## src/rtl/kronecker_pipe_if.sv

```systemverilog
`default_nettype none
// +--------------------------------------------------------------------+
// | kronecker_pipe_if : share/valid bus of the masked Kronecker pipe    |
// | Revision 1.0                                                        |
// +--------------------------------------------------------------------+
interface kronecker_pipe_if #(
   parameter int WIDTH = 8,
   parameter int ORDER = 1
);
   localparam int SHARES = ORDER + 1;
   localparam int RPG    = ORDER * (ORDER + 1) / 2;
   localparam int RAND_W = (WIDTH - 1) * RPG;

   logic                      in_valid;
   logic [SHARES*WIDTH-1:0]   inp;
   // "rand" is reserved in SystemVerilog, hence rnd
   logic [RAND_W-1:0]         rnd;
   logic [SHARES-1:0]         Z;
   logic                      out_valid;

   modport master (
      output in_valid, inp, rnd,
      input  Z, out_valid
   );

   modport slave (
      input  in_valid, inp, rnd,
      output Z, out_valid
   );
endinterface
`default_nettype wire

```

## src/rtl/kronecker_pipe.sv

```systemverilog
`default_nettype none
// +--------------------------------------------------------------------+
// | kronecker_pipe : pipelined masked equality (x == TARGET) detector   |
// | built from a binary tree of DOM-indep AND gadgets. Revision 1.0     |
// +--------------------------------------------------------------------+

module kronecker_dom_and #(
   parameter int SHARES = 2,
   parameter int RPG    = SHARES * (SHARES - 1) / 2
) (
   input  logic              clk,
   input  logic              rst_n,
   input  logic [SHARES-1:0] a,
   input  logic [SHARES-1:0] b,
   input  logic [RPG-1:0]    rnd,
   output logic [SHARES-1:0] q
);
   // [domain][partner]: every product is registered before compression
   logic [SHARES-1:0][SHARES-1:0] w_term;
   logic [SHARES-1:0][SHARES-1:0] r_term;

   for (genvar i = 0; i < SHARES; i++) begin : g_dom
      for (genvar j = 0; j < SHARES; j++) begin : g_term
         if (i == j) begin : g_inner
            assign w_term[i][j] = a[i] & b[j];
         end else begin : g_cross
            // both mirror terms of pair (LO,HI) share one fresh bit
            localparam int LO   = (i < j) ? i : j;
            localparam int HI   = (i < j) ? j : i;
            localparam int RIDX = LO * SHARES - (LO * (LO + 1)) / 2 + (HI - LO - 1);
            assign w_term[i][j] = (a[i] & b[j]) ^ rnd[RIDX];
         end
      end
      assign q[i] = ^r_term[i];
   end

   always_ff @(posedge clk) begin
      if (!rst_n) begin
         r_term <= '0;
      end else begin
         r_term <= w_term;
      end
   end
endmodule

module kronecker_pipe #(
   parameter int               WIDTH  = 8,
   parameter int               ORDER  = 1,
   parameter logic [WIDTH-1:0] TARGET = '0
) (
   input  logic             clk,
   input  logic             rst_n,
   kronecker_pipe_if.slave  bus
);
   localparam int SHARES = ORDER + 1;
   localparam int LEVELS = $clog2(WIDTH);
   localparam int GATES  = WIDTH - 1;
   localparam int RPG    = ORDER * (ORDER + 1) / 2;
   localparam int RAND_W = GATES * RPG;
   // nodes 0..WIDTH-1 are leaves, node WIDTH+g is the output of gadget g
   localparam int NODES  = WIDTH + GATES;

   logic [SHARES-1:0] w_node [NODES];
   logic [LEVELS-1:0] r_valid;

   // Leaf i encodes x[i] XNOR TARGET[i]; only the top share is touched
   for (genvar i = 0; i < WIDTH; i++) begin : g_leaf
      logic [SHARES-1:0] w_sh;
      for (genvar s = 0; s < SHARES; s++) begin : g_share
         if (s == SHARES - 1) begin : g_last
            assign w_sh[s] = bus.inp[s*WIDTH+i] ^ ~TARGET[i];
         end else begin : g_pass
            assign w_sh[s] = bus.inp[s*WIDTH+i];
         end
      end
      assign w_node[i] = w_sh;
   end

   for (genvar l = 0; l < LEVELS; l++) begin : g_level
      localparam int NG    = WIDTH >> (l + 1);
      localparam int GBASE = WIDTH - (WIDTH >> l);
      localparam int IBASE = 2 * WIDTH - ((2 * WIDTH) >> l);
      for (genvar k = 0; k < NG; k++) begin : g_gate
         kronecker_dom_and #(
            .SHARES (SHARES),
            .RPG    (RPG)
         ) u_and (
            .clk   (clk),
            .rst_n (rst_n),
            .a     (w_node[IBASE+2*k]),
            .b     (w_node[IBASE+2*k+1]),
            .rnd   (bus.rnd[(GBASE+k)*RPG +: RPG]),
            .q     (w_node[WIDTH+GBASE+k])
         );
      end
   end

   // Data flows every cycle; only the valid flag is tracked alongside
   always_ff @(posedge clk) begin
      if (!rst_n) begin
         r_valid <= '0;
      end else begin
         r_valid[0] <= bus.in_valid;
         for (int l = 1; l < LEVELS; l++) begin
            r_valid[l] <= r_valid[l-1];
         end
      end
   end

   assign bus.Z         = w_node[NODES-1];
   assign bus.out_valid = r_valid[LEVELS-1];

   logic [RAND_W-1:0] w_rnd_chk;
   assign w_rnd_chk = bus.rnd;
   logic w_unused;
   assign w_unused = ^w_rnd_chk;
endmodule
`default_nettype wire

```

## src/flat_wrapper.sv

```systemverilog
// flat-port wrapper written by rule: the top's interface ports become plain ports
module kronecker_pipe_flat 
#(
   parameter int               WIDTH  = 8,
   parameter int               ORDER  = 1,
   parameter logic [WIDTH-1:0] TARGET = '0
)
  (clk, rst_n, bus_in_valid, bus_inp, bus_rnd, bus_Z, bus_out_valid);
  kronecker_pipe_if #(.WIDTH(WIDTH), .ORDER(ORDER)) bus_i ();
  input  logic clk;
  input  logic rst_n;
  input wire logic [$bits(bus_i.in_valid)-1:0] bus_in_valid;
  input wire logic [$bits(bus_i.inp)-1:0] bus_inp;
  input wire logic [$bits(bus_i.rnd)-1:0] bus_rnd;
  output wire logic [$bits(bus_i.Z)-1:0] bus_Z;
  output wire logic [$bits(bus_i.out_valid)-1:0] bus_out_valid;
  assign bus_i.in_valid = bus_in_valid;
  assign bus_i.inp = bus_inp;
  assign bus_i.rnd = bus_rnd;
  assign bus_Z = bus_i.Z;
  assign bus_out_valid = bus_i.out_valid;
  kronecker_pipe #(.WIDTH(WIDTH), .ORDER(ORDER), .TARGET(TARGET)) u_core (.clk(clk), .rst_n(rst_n), .bus(bus_i));
endmodule
```

## config.mk

```make
export PLATFORM = sky130hd
export DESIGN_NAME = kronecker_pipe_flat
export DESIGN_NICKNAME = d
export VERILOG_FILES = /design/src/rtl/kronecker_pipe_if.sv /design/src/rtl/kronecker_pipe.sv /design/src/flat_wrapper.sv
export SDC_FILE = /design/constraint.sdc
export NUM_CORES = 1
export LEC_CHECK = 0
export CORE_MARGIN = 5
export CORE_UTILIZATION = 45
export DETAILED_ROUTE_END_ITERATION = 12
export PLACE_DENSITY_LB_ADDON = 0.15
export SLEW_MARGIN = 0
export SYNTH_ARGS = -nofsm -noshare
export SYNTH_HDL_FRONTEND = slang
export SYNTH_HIERARCHICAL = 1
export SYNTH_SLANG_ARGS = --single-unit
```

## constraint.sdc

```tcl
create_clock -name clk -period 1.3 [get_ports clk]
set_input_delay 0.26 -clock clk [delete_from_list [all_inputs] [get_ports clk]]
set_output_delay 0.26 -clock clk [all_outputs]
set_load 0.005 [all_outputs]
```

* After elaboration in Yosys (flattened, before gate mapping)
Index checks and enable logic that the tools add are counted.
Word-level totals: flip-flop bits (word level) 31, input port bits 26, output and inout port bits 3, logic and storage cells 79
Cells by class: bitwise operators 50, reductions and logical operators 14
Operator list (number):
- $and A1 B1 Y1 | 28
- $reduce_xor A2 Y1 | 14
- $xor A1 B1 Y1 | 14
- $not A1 Y1 | 8

* Logic depth before layout (Yosys ltp)
Gate-level depths: netlist (run 1).
word-level depth 3, depth in mapped cells 3, gate-level depth less buffers 3

* Modules after synthesis
Netlist (run 1), hierarchy kept.
Modules (own cells, without submodules):
- kronecker_dom_and | times used 7, cells an instance 14, area an instance 147.6 um2, seq. area each 80.1 um2
- kronecker_pipe | times used 1, cells an instance 14, area an instance 108.9 um2, seq. area each 60.1 um2

* Least setup slack after synthesis (run 1)
OpenSTA, ideal clock, no wires.
path type register to register, start register u_core/g_level[0].g_gate[1].u_and/r_term[2] (netlist bit), end register u_core/g_level[1].g_gate[0].u_and/r_term[1] (netlist bit), setup time 119 ps, data arrival time 640 ps, required time 1181 ps, slack 541 ps, cell stages (with the launch flop) 4, buffers on the path 0, clock period less this slack 759 ps, path through dfxtp_1 -> xor2_1 -> nand2_1 -> mux2i_1
RTL lines:
- start, declared | line kronecker_pipe.sv:20 | logic [SHARES-1:0][SHARES-1:0] r_term;
- start signal, assigned | line kronecker_pipe.sv:41 | r_term <= w_term;
- end signal, assigned | line kronecker_pipe.sv:41
- end, declared | line kronecker_pipe.sv:20

* Final worst setup path (run 1)
start register u_core/g_level[2].g_gate[0].u_and/r_term[0] (netlist bit), end output bus_Z[0]
Between the ends: cells in the longest elaborated chain, start to end 1
RTL lines:
- start, declared | line kronecker_pipe.sv:20
- start signal, assigned | line kronecker_pipe.sv:41
- $reduce_xor A2 Y1 | line kronecker_pipe.sv:34 | assign q[i] = ^r_term[i];
- end, declared | line flat_wrapper.sv:15 | output wire logic [$bits(bus_i.Z)-1:0] bus_Z;
Every way passes these cells.

==> results of run 1 <==
==> layer usage <==
metal  track usage [%]  share of wire (%)
met1              13.6                 42
met2              19.8                 49
met3              4.89                7.0
met4              6.65                2.4
met5                 0                  0
==> synth_stat cells <==
master | instances | area share (%)
and2_1 | 3 | 1.6
mux2i_1 | 14 | 12
dfxtp_1 | 31 | 54
nand2_1 | 21 | 6.9
inv_1 | 8 | 2.6
xor2_1 | 14 | 11
and3_1 | 14 | 7.7
nand2b_1 | 7 | 3.8
==> registers in the layout, summed over array words and instances, names as in the netlist <==
signal and flops:
u_core/g_level.g_gate.u_and/r_term 28, u_core/r_valid 3
==> power by group <==
part           total (mW)  leakage, nW  switching [mW]  internal, mW
combinational       0.227        0.533          0.0886         0.138
sequential           1.03        0.257          0.0214          1.00
clock               0.604       0.0386           0.286         0.318
==> through the flow <==
step / setup TNS (ns) / power, mW / hold WS, ns / utilization (%)
after global placement: 0 / 1.27 / 0.416 / 60.1
after CTS: -0.00910 / 1.88 / 0.444 / 62.8
after floorplan: 0 / 1.15 / 0.382 / -
after detailed placement: -0.0248 / 1.28 / 0.422 / 60.1
final: 0 / 1.86 / 0.437 / 62.5
after global routing: 0 / 1.95 / 0.455 / 62.5
==> worst max-delay path, stage by stage, from the launching register on <==
cell      delay [ns]
dfxtp_1         0.33
xor2_1          0.14
clkbuf_2        0.13
==> cells by family after synthesis <==
kind of cell  count (synthesis)
xor+xnor                     14
buf+inv                       8
flops                        31
mux                          14
simple gates                 45
==> worst max-delay path by stage <==
stage | start | end
floorplan | u_core/g_level[0].g_gate[1].u_and/r_term[2]$_SDFF_PN0_ | u_core/g_level[1].g_gate[0].u_and/r_term[1]$_SDFF_PN0_
global placement | rst_n | u_core/g_level[0].g_gate[2].u_and/r_term[1]$_SDFF_PN0_
detailed placement | rst_n | u_core/g_level[0].g_gate[2].u_and/r_term[1]$_SDFF_PN0_
CTS | u_core/g_level[2].g_gate[0].u_and/r_term[1]$_SDFF_PN0_ | bus_Z[0]
global route | u_core/g_level[2].g_gate[0].u_and/r_term[2]$_SDFF_PN0_ | bus_Z[1]
finish | u_core/g_level[2].g_gate[0].u_and/r_term[0]$_SDFF_PN0_ | bus_Z[0]
==> layout make-up <==
type,instances,area [µm²],share of cell area (%)
Clock buffer,8,68.8,4.48
Inverter,8,30.0,1.96
Timing Repair Buffer,30,284,18.5
Multi-Input combinational cell,73,492,32.0
Sequential cell,31,623,40.6
Tap cell,30,37.5,2.44
==> repair_timing <==
item	4_1_cts	5_1_grt
endpoints found under the setup margin	3	2
hold buffers	0	0
resized for setup	5	4
cloned	0	0
==> out/metrics.yaml, run 1 <==
cap_viol_max_count: 0
period_share_pct: 89.7
rows: 18
drt_iter0_drc: 20
slew_violations: 0
initial_core_util_pct: 46.5
regToRegSetupSlack_ns: 0.44
clk_latency_ns: 0.31
htree_levels: 2
synth.distinct_cells: 8
hold_violations: 0
reg2reg_depth: 3
dp_cells: 172
nets: 175
power.density_nw_per_um2: 1210
overflow: 0
clock_skew_ns: 0.00437
r2r_end: "u_core/g_level[1].g_gate[0].u_and/r_term[1]$_SDFF_PN0_"
synth_compound_area_share_pct: 0
vias: 825
syn_avg_cell_area_um2: 10.2
drive_above_1_share_pct: 8.67
routed_wl_mm: 1.85
rr_startpoint: "u_core/g_level[0].g_gate[1].u_and/r_term[2]$_SDFF_PN0_"
drc: 0
synth_top_family_by_area: "simple AND/OR/NAND/NOR gates"
grt_pass1_wl_mm: 3.22
fill_cells: 221
tightest_slew_ns: 0.200
core_area_um2: 2450
finalCriticalPeriod_ns: 1.17
fmax_mhz: 857
endpoint_kind: "primary output"
cts_setup_buffers: 0
crit_arrival_ns: 0.91
grt_start_max_net_pins: 17
place_ws_ns: -0.0248
synth-seq-cells: 31
hpwl_mm: 1.49
hold_end: "u_core/r_valid[2]$_SDFF_PN0_"
cts_made_buffers: 5
syn_nets: 138
min_from: "u_core/r_valid[1]$_SDFF_PN0_"
min_path_type: "reg2reg"
wl_per_cell_um: 10.3
die_h_um: 60.4
synthSimpleGateAreaFrac_pct: 20.0
placed_area_um2: 1480
worst-path-max-fanout: 1
gp_congestion: 0.714
synthToLayoutAreaGrowth_pct: 34.4
crit_path_start_kind: "flip-flop"
io_pins: 29
fp.dieArea_um2: 3650
required_ns: 1.04
ant_nets: 0
p_leak_nw: 0.828
ys_warn_count: 6
root_buffer: "clkbuf_4"
synthCells: 112
die_x_um: 60.4
ys_seq_area_share_pct: 54.3
synth.area.mux_share_pct: 12.3
final_cell_mix: "dfxtp_1 (29), clkdlybuf4s50_1 (25), nand2_1 (21)"
cts_sinks: 31
ir_drop_v: 0.000755
rsz0062_at_grt: "no"
cts_tree: "yes"
viasPerCell: 4.58
synth-xor-area-share_pct: 10.7
fin_cells: 180
status: "completed"
setup_ws_ns: 0.134
slew_headroom_pct: 86.3
synth_area_um2: 1140
clk_pin_slew_worst_paths_ns: 0.09
synth_fa_ha_area_share_pct: 0
clk_path_buf_depth: 2
hold_depth: 1
firstDrtPassIters: 4
crit_type: "reg2out"
grt_pass1_vias: 801
antenna_found_initial: 0
setup_violations: 0
final_common_cell: "dfxtp_1"
portBuffers: 28
antenna_cells: 0
final_cell_area_um2: 1540
grt_usage_pct: 12.2
No activity file was read; power rests on OpenSTA's default activity.
==> inputs of run 2 (changes only) <==
--- a/config.mk
+++ b/config.mk
@@ -7,9 +7,10 @@
 export LEC_CHECK = 0
 export CORE_MARGIN = 5
 export CORE_UTILIZATION = 45
+export CTS_CLUSTER_SIZE = 28
 export DETAILED_ROUTE_END_ITERATION = 12
 export PLACE_DENSITY_LB_ADDON = 0.15
-export SLEW_MARGIN = 0
+export SLEW_MARGIN = 20
 export SYNTH_ARGS = -nofsm -noshare
 export SYNTH_HDL_FRONTEND = slang
 export SYNTH_HIERARCHICAL = 1
==> results of run 2 <==
The final DEF is identical to that of run 1; final timing and power are the same.
